## config.mk

```make
export PLATFORM = sky130hd
export DESIGN_NAME = reg_bus_sequencer
export DESIGN_NICKNAME = d
export VERILOG_FILES = /design/src/rtl/reg_bus_sequencer_pkg.sv /design/src/rtl/reg_bus_sequencer_idx_decoder.sv /design/src/rtl/reg_bus_sequencer.sv
export SDC_FILE = /design/constraint.sdc
export NUM_CORES = 1
export LEC_CHECK = 0
export CAP_MARGIN = 5
export CORE_MARGIN = 2
export CORE_UTILIZATION = 47
export CTS_CLUSTER_SIZE = 14
export DETAILED_ROUTE_END_ITERATION = 12
export PLACE_DENSITY_LB_ADDON = 0.08
export SLEW_MARGIN = 25
export SYNTH_ARGS = -nofsm -noshare
export SYNTH_HDL_FRONTEND = slang
export SYNTH_SLANG_ARGS = --single-unit
```

## constraint.sdc

```tcl
create_clock -name clk -period 2.1 [get_ports clk]
set_input_delay 0.315 -clock clk [delete_from_list [all_inputs] [get_ports clk]]
set_output_delay 0.315 -clock clk [all_outputs]
set_load 0.05 [all_outputs]
```

## src/rtl/reg_bus_sequencer_pkg.sv

```systemverilog
// Shared definitions for the register-bus sequencer: FSM state encoding,
// default geometry and the index range helper.
package reg_bus_sequencer_pkg;

    localparam int DEF_DEPTH = 32;
    localparam int DEF_NREGS = 8;

    // The register array top decodes the same 2-bit encoding.
    typedef enum logic [1:0] {
        ST_IDLE  = 2'd0,
        ST_READ  = 2'd1,
        ST_WRITE = 2'd2,
        ST_RESP  = 2'd3
    } state_e;

    function automatic logic idx_in_range(input logic [31:0] idx, input logic [31:0] nregs);
        return idx < nregs;
    endfunction

endpackage

```

## src/rtl/reg_bus_sequencer_idx_decoder.sv

```systemverilog
// Index-to-one-hot decoder for register strobes. The output is all zero when
// disabled or when the index does not name an existing register.
module idx_decoder #(
    parameter int IDX_W = 3,
    parameter int NREGS = 8
) (
    input  logic [IDX_W-1:0] idx,
    input  logic             en,
    output logic [NREGS-1:0] onehot
);

    always_comb begin
        for (int i = 0; i < NREGS; i++) begin
            onehot[i] = en && (32'(idx) == i);
        end
    end

endmodule

```

## src/rtl/reg_bus_sequencer.sv

```systemverilog
// Controller end of the shared tri-state register bus: runs one move per
// request (reg->reg, imm->reg or read-back) with registered strobes.
module reg_bus_sequencer
    import reg_bus_sequencer_pkg::*;
#(
    parameter int DEPTH = DEF_DEPTH,
    parameter int NREGS = DEF_NREGS,
    parameter int IDX_W = (NREGS > 1) ? $clog2(NREGS) : 1
) (
    input  logic             clk,
    input  logic             rst,
    input  logic             req_valid,
    output logic             req_ready,
    input  logic [IDX_W-1:0] req_src,
    input  logic [IDX_W-1:0] req_dst,
    input  logic             req_imm_en,
    input  logic [DEPTH-1:0] req_imm,
    input  logic             req_wr_en,
    output logic [NREGS-1:0] oe_sel,
    output logic [NREGS-1:0] we_sel,
    input  logic [DEPTH-1:0] bus_in,
    output logic [DEPTH-1:0] bus_out,
    output logic             bus_oe,
    output logic             rsp_valid,
    input  logic             rsp_ready,
    output logic [DEPTH-1:0] rsp_data,
    output logic             rsp_err
);

    state_e           state_q, state_d;
    logic [IDX_W-1:0] src_q, src_d;
    logic [IDX_W-1:0] dst_q, dst_d;
    logic             wr_en_q, wr_en_d;
    logic             err_q, err_d;
    logic [DEPTH-1:0] hold_q, hold_d;

    logic [NREGS-1:0] oe_sel_q, oe_sel_d;
    logic [NREGS-1:0] we_sel_q, we_sel_d;
    logic             bus_oe_q, bus_oe_d;
    logic [DEPTH-1:0] bus_out_q, bus_out_d;
    logic             rsp_valid_q, rsp_valid_d;
    logic [DEPTH-1:0] rsp_data_q, rsp_data_d;
    logic             rsp_err_q, rsp_err_d;
    logic             oe_en_d, we_en_d;

    // NOTE: every variable gets a default before the case so no path leaves
    // it unassigned; otherwise synthesis infers a latch to hold the old value.
    always_comb begin
        state_d = state_q;
        src_d   = src_q;
        dst_d   = dst_q;
        wr_en_d = wr_en_q;
        err_d   = err_q;
        hold_d  = hold_q;
        case (state_q)
            ST_IDLE: begin
                if (req_valid) begin
                    src_d   = req_src;
                    dst_d   = req_dst;
                    wr_en_d = req_wr_en;
                    err_d   = (!req_imm_en && !idx_in_range(32'(req_src), NREGS)) ||
                              (req_wr_en && !idx_in_range(32'(req_dst), NREGS));
                    if (req_imm_en) begin
                        hold_d  = req_imm;
                        state_d = req_wr_en ? ST_WRITE : ST_RESP;
                    end else begin
                        state_d = ST_READ;
                    end
                end
            end
            ST_READ: begin
                // Nothing drives the bus for a missing source, so load a clean zero.
                hold_d  = idx_in_range(32'(src_q), NREGS) ? bus_in : '0;
                state_d = wr_en_q ? ST_WRITE : ST_RESP;
            end
            ST_WRITE: state_d = ST_RESP;
            ST_RESP: begin
                if (rsp_ready) state_d = ST_IDLE;
            end
            default: state_d = ST_IDLE;
        endcase
    end

    // Outputs are computed for the state being entered and registered, so the
    // strobes come straight from flops.
    assign oe_en_d = (state_d == ST_READ);
    assign we_en_d = (state_d == ST_WRITE);

    idx_decoder #(.IDX_W(IDX_W), .NREGS(NREGS)) u_oe_dec (
        .idx    (src_d),
        .en     (oe_en_d),
        .onehot (oe_sel_d)
    );

    idx_decoder #(.IDX_W(IDX_W), .NREGS(NREGS)) u_we_dec (
        .idx    (dst_d),
        .en     (we_en_d),
        .onehot (we_sel_d)
    );

    assign bus_oe_d    = we_en_d;
    assign bus_out_d   = we_en_d ? hold_d : '0;
    assign rsp_valid_d = (state_d == ST_RESP);
    assign rsp_data_d  = rsp_valid_d ? hold_d : '0;
    assign rsp_err_d   = rsp_valid_d && err_d;

    // NOTE: sequential state uses non-blocking assignments so every flop
    // samples pre-edge values regardless of statement order.
    always_ff @(posedge clk) begin
        if (rst) begin
            state_q     <= ST_IDLE;
            src_q       <= '0;
            dst_q       <= '0;
            wr_en_q     <= 1'b0;
            err_q       <= 1'b0;
            hold_q      <= '0;
            oe_sel_q    <= '0;
            we_sel_q    <= '0;
            bus_oe_q    <= 1'b0;
            bus_out_q   <= '0;
            rsp_valid_q <= 1'b0;
            rsp_data_q  <= '0;
            rsp_err_q   <= 1'b0;
        end else begin
            state_q     <= state_d;
            src_q       <= src_d;
            dst_q       <= dst_d;
            wr_en_q     <= wr_en_d;
            err_q       <= err_d;
            hold_q      <= hold_d;
            oe_sel_q    <= oe_sel_d;
            we_sel_q    <= we_sel_d;
            bus_oe_q    <= bus_oe_d;
            bus_out_q   <= bus_out_d;
            rsp_valid_q <= rsp_valid_d;
            rsp_data_q  <= rsp_data_d;
            rsp_err_q   <= rsp_err_d;
        end
    end

    assign req_ready = (state_q == ST_IDLE);
    assign oe_sel    = oe_sel_q;
    assign we_sel    = we_sel_q;
    assign bus_oe    = bus_oe_q;
    assign bus_out   = bus_out_q;
    assign rsp_valid = rsp_valid_q;
    assign rsp_data  = rsp_data_q;
    assign rsp_err   = rsp_err_q;

endmodule
```

# Yosys cells after proc, flatten, opt, wreduce, memory -nomap -nowiden
# Index checks and enable logic that the tools add are counted.
# word_totals
regBits,125
latchBits,0
ramBits,0
mem_bits_ro,0
out_inout_bits,84
elab_cells,73
mem_count,0
# classes
n_addsub,0
multipliers,0
div_mod_pow,0
order_cmp,0
n_eq_ne,20
shifts,0
muxes,15
n_bitwise,2
reduce_logical,23
# op_table
cell,count
$mux 32,2
$pmux 32 s2,1
$eq 3x3->1 const B,8
$logic_and 1x1->1,17
$eq 3x2->1 const B,4
$mux 3,4
$eq 2x2->1 const B,4
$pmux 2 s4,1
$eq 3x1->1 const B,2
$logic_not 3->1,2
$mux 2,3
$eq 2x1->1 const B,2
$mux 1,4
$reduce_or 2->1,2
$logic_not 2->1,1
$not 1->1,2
$reduce_and 2->1,1

# Depth between registers and ports, before layout
# depth
depth_word,7
mapped_depth,6
depth_no_buf,3

# Modules after synthesis
# From an unflattened synthesis, not the netlist that was laid out.
# hier_totals
cells_unflattened,456
area_unflattened_um2,4322.9
# by_module_without_submodules
mod,n_inst,cells_each,area_per_inst_um2,seq_area_each_um2
reg_bus_sequencer,1,440,4132.7,2502.4
idx_decoder,2,8,95.1,0.0

# Worst setup path before layout
# No wires, ideal clock.
# synth_timing
path_type,flip-flop to output port
start,reg state_q[1]
end,out req_ready
arrival_ps,1313
setup_slack_ps,472
stages_incl_launch_ff,4
n_path_buf,2
path_cell_list,dfxtp_1 -> buf_4 -> clkbuf_1 -> nor2_1
# synth_between
elab_chain_cells,1
# synth_rtl
item,line,source
start: declaration,reg_bus_sequencer.sv:30,"state_e state_q, state_d;"
start signal: assignment,reg_bus_sequencer.sv:125,state_q <= state_d;
$logic_not 2->1,reg_bus_sequencer.sv:141,assign req_ready = (state_q == ST_IDLE);
end: declaration,reg_bus_sequencer.sv:13,"output logic req_ready,"
# No other way between the ends.

# Worst setup path in the final report
# layout_timing
start,"reg bus_out_q[20], in the netlist bus_out[20]"
end,out bus_out[20]
# layout_rtl
item,line,source
start: declaration,reg_bus_sequencer.sv:40,"logic [DEPTH-1:0] bus_out_q, bus_out_d;"
start signal: assignment,reg_bus_sequencer.sv:134,bus_out_q <= bus_out_d;
end: declaration,reg_bus_sequencer.sv:22,"output logic [DEPTH-1:0] bus_out,"
# No word-level cell between the ends.

==> reports/summary.md <==
For this run, the detailed router's first-pass iteration total came to 5. The detailed router put a total of 4.811 mm of wire on met1. The root buffer cell chosen for the clock tree is sky130_fd_sc_hd__clkbuf_8. In the routed layout, each cell is associated on average with a via count of 5.542. The run gives 34 as the standard-cell row count.

The summed instance area of the synthesized netlist was 0.004302 sq mm; the insertion delay of the later-clocked pin in the worst-skew pair was 0.49 ns. The H-tree was split into 4 levels. The signal on the critical path passes through clkdlybuf4s50_1. The largest stage delay on the critical path was 0.83 ns; the final RePlAce weighted congestion was 0.7950.

The worst setup path category was flop to output pin. 0 antenna diodes ended up in the layout. The post-route antenna net violation count was 0; the routed length on met2 was 5.840 mm.

The cell count after synthesis came out at 400. After routing, the total negative slack on setup checks comes to 0 ns. Detailed placement finished with a half-perimeter wire length of 7.705 mm. The count of maximum capacitance violations is 0, and the CTS sink count is 125.

The first-pass GRT wire length is 18.29 mm. Hold repair after CTS inserted 0 buffers. The initial core utilization is 48.85%, and the max-slew headroom at the worst pin is 59.34%. For the final database, setup skew stands at 0.009188 ns. The logs give 641 for the net count reported at finish and 716 microns for the total length of routed met3 wires.

The worst setup path is launched from a flop. The slowest stage of the critical path belongs to the cell sky130_fd_sc_hd__clkdlybuf4s50_1. The horizontal extent of the die works out to 99.67 microns. The count of cells resized by post-cts repair came out at 0. Sequential cells were found to cover 58.17% of the synthesized design area. The tightest min-delay check is of the input pin to flop type. The worst-case IR drop observed on VDD is 0.6494 mV. In the routed design, unresolved DRC markers number 0. After routing the design area is 0.006654 sq mm. Setup repair after global routing left no endpoint under its margin. Of the cells placed in the final design, the portion with a size suffix greater than 1 is 12.13%. The detailed router finished its first iteration with 99 violations. The worst path uses 93.66% of the clock period. The run gives 508.4 MHz as the highest clock frequency the design can meet.

The final route contains 3796 vias. The run finished with clean final reports. The kind of cell with the highest combined delay along the critical path is buffers and inverters.

In this run the power density over the cells is 1022 mW/mm^2. The detailed router used layers up to and including met4. TritonCTS built the clock tree.

At the placement stage, the worst setup path has a slack of 0.04397 ns. The setup slack of the critical path after layout was 0.1332 ns; the number of post-CTS setup repair buffers was 0. The area growth from synthesis to final layout is 54.68%. For the leakage component of the power, the log shows 0.002330 uW. For the required time of the worst setup path, the log shows 1.78 ns. The maximum fanout encountered on the critical timing path came out at 1. In this run the register-to-register setup slack is 0.34 ns.

After floorplanning, the core was sized to cover 0.008806 sq mm. Setup violations remaining at the end of the flow were counted as 0. Fill cells in the final layout number 618.

The via count of the first global-routing pass is 3886, and the area enclosed by the die boundary is 0.009934 sq mm. Once placement finished, the instance area stood at 0.006076 sq mm. In this run, synthesis produced a sequential element count of 125.

Port buffering added 159 buffers. The tools report the data arrival time at the worst-slack endpoint as 1.65 ns. The count of buffer and inverter cells on the critical path was 1; the count of final hold-check violations was 0.

The synthesized netlist contains 26 unique library cells. The die is 99.67 microns tall. Clock transition at the registers of the reported paths: 0.06 ns. The tools report the max-slew violation count as 0. The endpoint type of the worst setup path is an output pin. For this run, the number of Yosys warnings is 0. Entering global routing, the biggest net connects 33 pins. After layout, the minimum clock period comes to 1.967 ns. No sink is reached through more buffers than the 2 on the longest clock path.

The average detailed-routed wire length per instance is 16.75 microns, and the synthesized area per cell is 10.75 sq um. Measured slew at the worst slew-check pin: 0.6086 ns. Global routing consumed, over all layers together, 23.47% of the routing resources. 160 I/O pins were placed.

Clock tree synthesis inserted a total of 17 buffers. The sum of overflow across all layers after global routing is 0, and the initial antenna violation count is 0. Synthesis produced a netlist with a net count of 476.

Wire length reported by the detailed router: 11.47 mm.
[layout make-up]
type / count / area [sq um] / share of cell area, %
Tap cell: 108 / 135.1 / 2.031
Clock buffer: 19 / 431.7 / 6.487
Clock inverter: 12 / 146.4 / 2.200
Timing Repair Buffer: 185 / 1829 / 27.49
Multi-Input combinational cell: 235 / 1605 / 24.13
Inverter: 1 / 3.754 / 0.05641
Sequential cell: 125 / 2502 / 37.61
[metal layers]
metal	GRT usage, %	vias up
met5	0	-
met4	10.12	0
met3	6.184	8
met2	40.80	122
met1	27.25	1814
li1	-	1852
[per-stage QoR]
| stage | hold slack, ns | power (uW) | instances | util (%) |
|---|---|---|---|---|
| finish | 0.1870 | 6798 | 685 | 75.56 |
| global route | 0.1772 | 7060 | 685 | 75.56 |
| detailed placement | 0.4652 | 4038 | 654 | 69.00 |
| floorplan | 0.4520 | 3487 | 400 | - |
| CTS | 0.1659 | 6832 | 685 | 75.56 |
| global placement | 0.4627 | 4007 | 654 | 69.00 |
[cells in the mapped netlist (all sizes together)]
| cell | number | share of area (%) |
|---|---|---|
| nor4 | 16 | 2.3 |
| buf | 27 | 4.3 |
| and3 | 1 | 0.26 |
| a21oi | 33 | 3.8 |
| a211oi | 65 | 11 |
| nor3b | 3 | 0.64 |
| or3 | 1 | 0.26 |
| nor4bb | 1 | 0.23 |
| nor4b | 1 | 0.20 |
| mux2i | 13 | 3.0 |
| nand2 | 6 | 0.52 |
| dfxtp | 125 | 58 |
| a221o | 1 | 0.23 |
| o21bai | 1 | 0.17 |
| nor2 | 15 | 1.3 |
| inv | 1 | 0.087 |
| mux2 | 4 | 1.0 |
| nor2b | 9 | 1.3 |
| a221oi | 1 | 0.35 |
| a22oi | 32 | 5.6 |
| clkbuf | 12 | 1.0 |
| o21ai | 32 | 3.7 |
[worst reg2reg max path, delay by kind of cell (launching register included)]
family / cells / cell delay, ns
compound gates: 1 / 0.27
buf+inv: 2 / 0.44
flops: 1 / 0.36
simple gates: 2 / 0.61
[placed cells by master, fill, tap and decap left out]
| cell type | synthesis | layout |
|---|---|---|
| sky130_fd_sc_hd__clkdlybuf4s50_1 | 0 | 157 |
| sky130_fd_sc_hd__dfxtp_1 | 125 | 125 |
| sky130_fd_sc_hd__a211oi_1 | 65 | 65 |
| sky130_fd_sc_hd__o21ai_0 | 32 | 32 |
| sky130_fd_sc_hd__a22oi_1 | 32 | 32 |
| sky130_fd_sc_hd__a21oi_1 | 33 | 32 |
| sky130_fd_sc_hd__buf_4 | 3 | 23 |
| sky130_fd_sc_hd__nor4_1 | 16 | 16 |
| sky130_fd_sc_hd__clkbuf_16 | 0 | 16 |
| sky130_fd_sc_hd__nor2_1 | 15 | 15 |
| sky130_fd_sc_hd__mux2i_1 | 13 | 13 |
| sky130_fd_sc_hd__nor2b_1 | 9 | 8 |
| sky130_fd_sc_hd__nand2_1 | 6 | 6 |
| sky130_fd_sc_hd__clkinv_2 | 0 | 5 |
| sky130_fd_sc_hd__mux2_2 | 4 | 4 |
| sky130_fd_sc_hd__buf_12 | 0 | 4 |
| sky130_fd_sc_hd__bufinv_16 | 0 | 3 |
| sky130_fd_sc_hd__clkinvlp_4 | 0 | 3 |
| sky130_fd_sc_hd__nor3b_1 | 2 | 2 |
| sky130_fd_sc_hd__clkbuf_8 | 0 | 2 |
| sky130_fd_sc_hd__a21oi_2 | 0 | 1 |
| sky130_fd_sc_hd__nor4bb_4 | 0 | 1 |
| sky130_fd_sc_hd__nor2b_2 | 0 | 1 |
| sky130_fd_sc_hd__and3_4 | 1 | 1 |
| sky130_fd_sc_hd__or3_4 | 1 | 1 |
| sky130_fd_sc_hd__nor3b_4 | 0 | 1 |
| sky130_fd_sc_hd__a221o_2 | 0 | 1 |
| sky130_fd_sc_hd__a221oi_4 | 0 | 1 |
| sky130_fd_sc_hd__inv_1 | 1 | 1 |
| sky130_fd_sc_hd__o21bai_1 | 1 | 1 |
| sky130_fd_sc_hd__nor4b_1 | 1 | 1 |
| sky130_fd_sc_hd__clkbuf_1 | 12 | 1 |
| sky130_fd_sc_hd__clkinv_4 | 0 | 1 |
| sky130_fd_sc_hd__buf_2 | 16 | 1 |
[cells by family (layout without fill, tap and decap cells)]
| logic type | after synthesis | after routing | share of synthesized area (%) |
|---|---|---|---|
| AOI/OAI and AO/OA | 165 | 165 | 25.25 |
| DFF | 125 | 125 | 58.17 |
| and+or+nand+nor | 53 | 53 | 7.068 |
| buffers and inverters | 40 | 217 | 5.439 |
| muxes | 17 | 17 | 4.072 |
[sequential cells by signal, summed over array words and instances (netlist names), 2 cells and up]
signal    cells
bus_out      32
dst_q         3
hold_q       32
oe_sel        8
rsp_data     32
src_q         3
state_q       2
we_sel        8
[power by group]
part           internal (uW)  total [uW]  switching, uW
combinational            536        1410            876
sequential              2530        2580           52.6
clock                   1820        2800            983
[worst paths after layout]
check,depth (start not counted),endpoint,from
max,1,bus_out[20],bus_out[20]
min,2,dst_q[0],rst
max reg2reg,5,rsp_data[9],state_q[0]
min reg2reg,1,err_q,err_q
(Power assumes the default switching activity.)
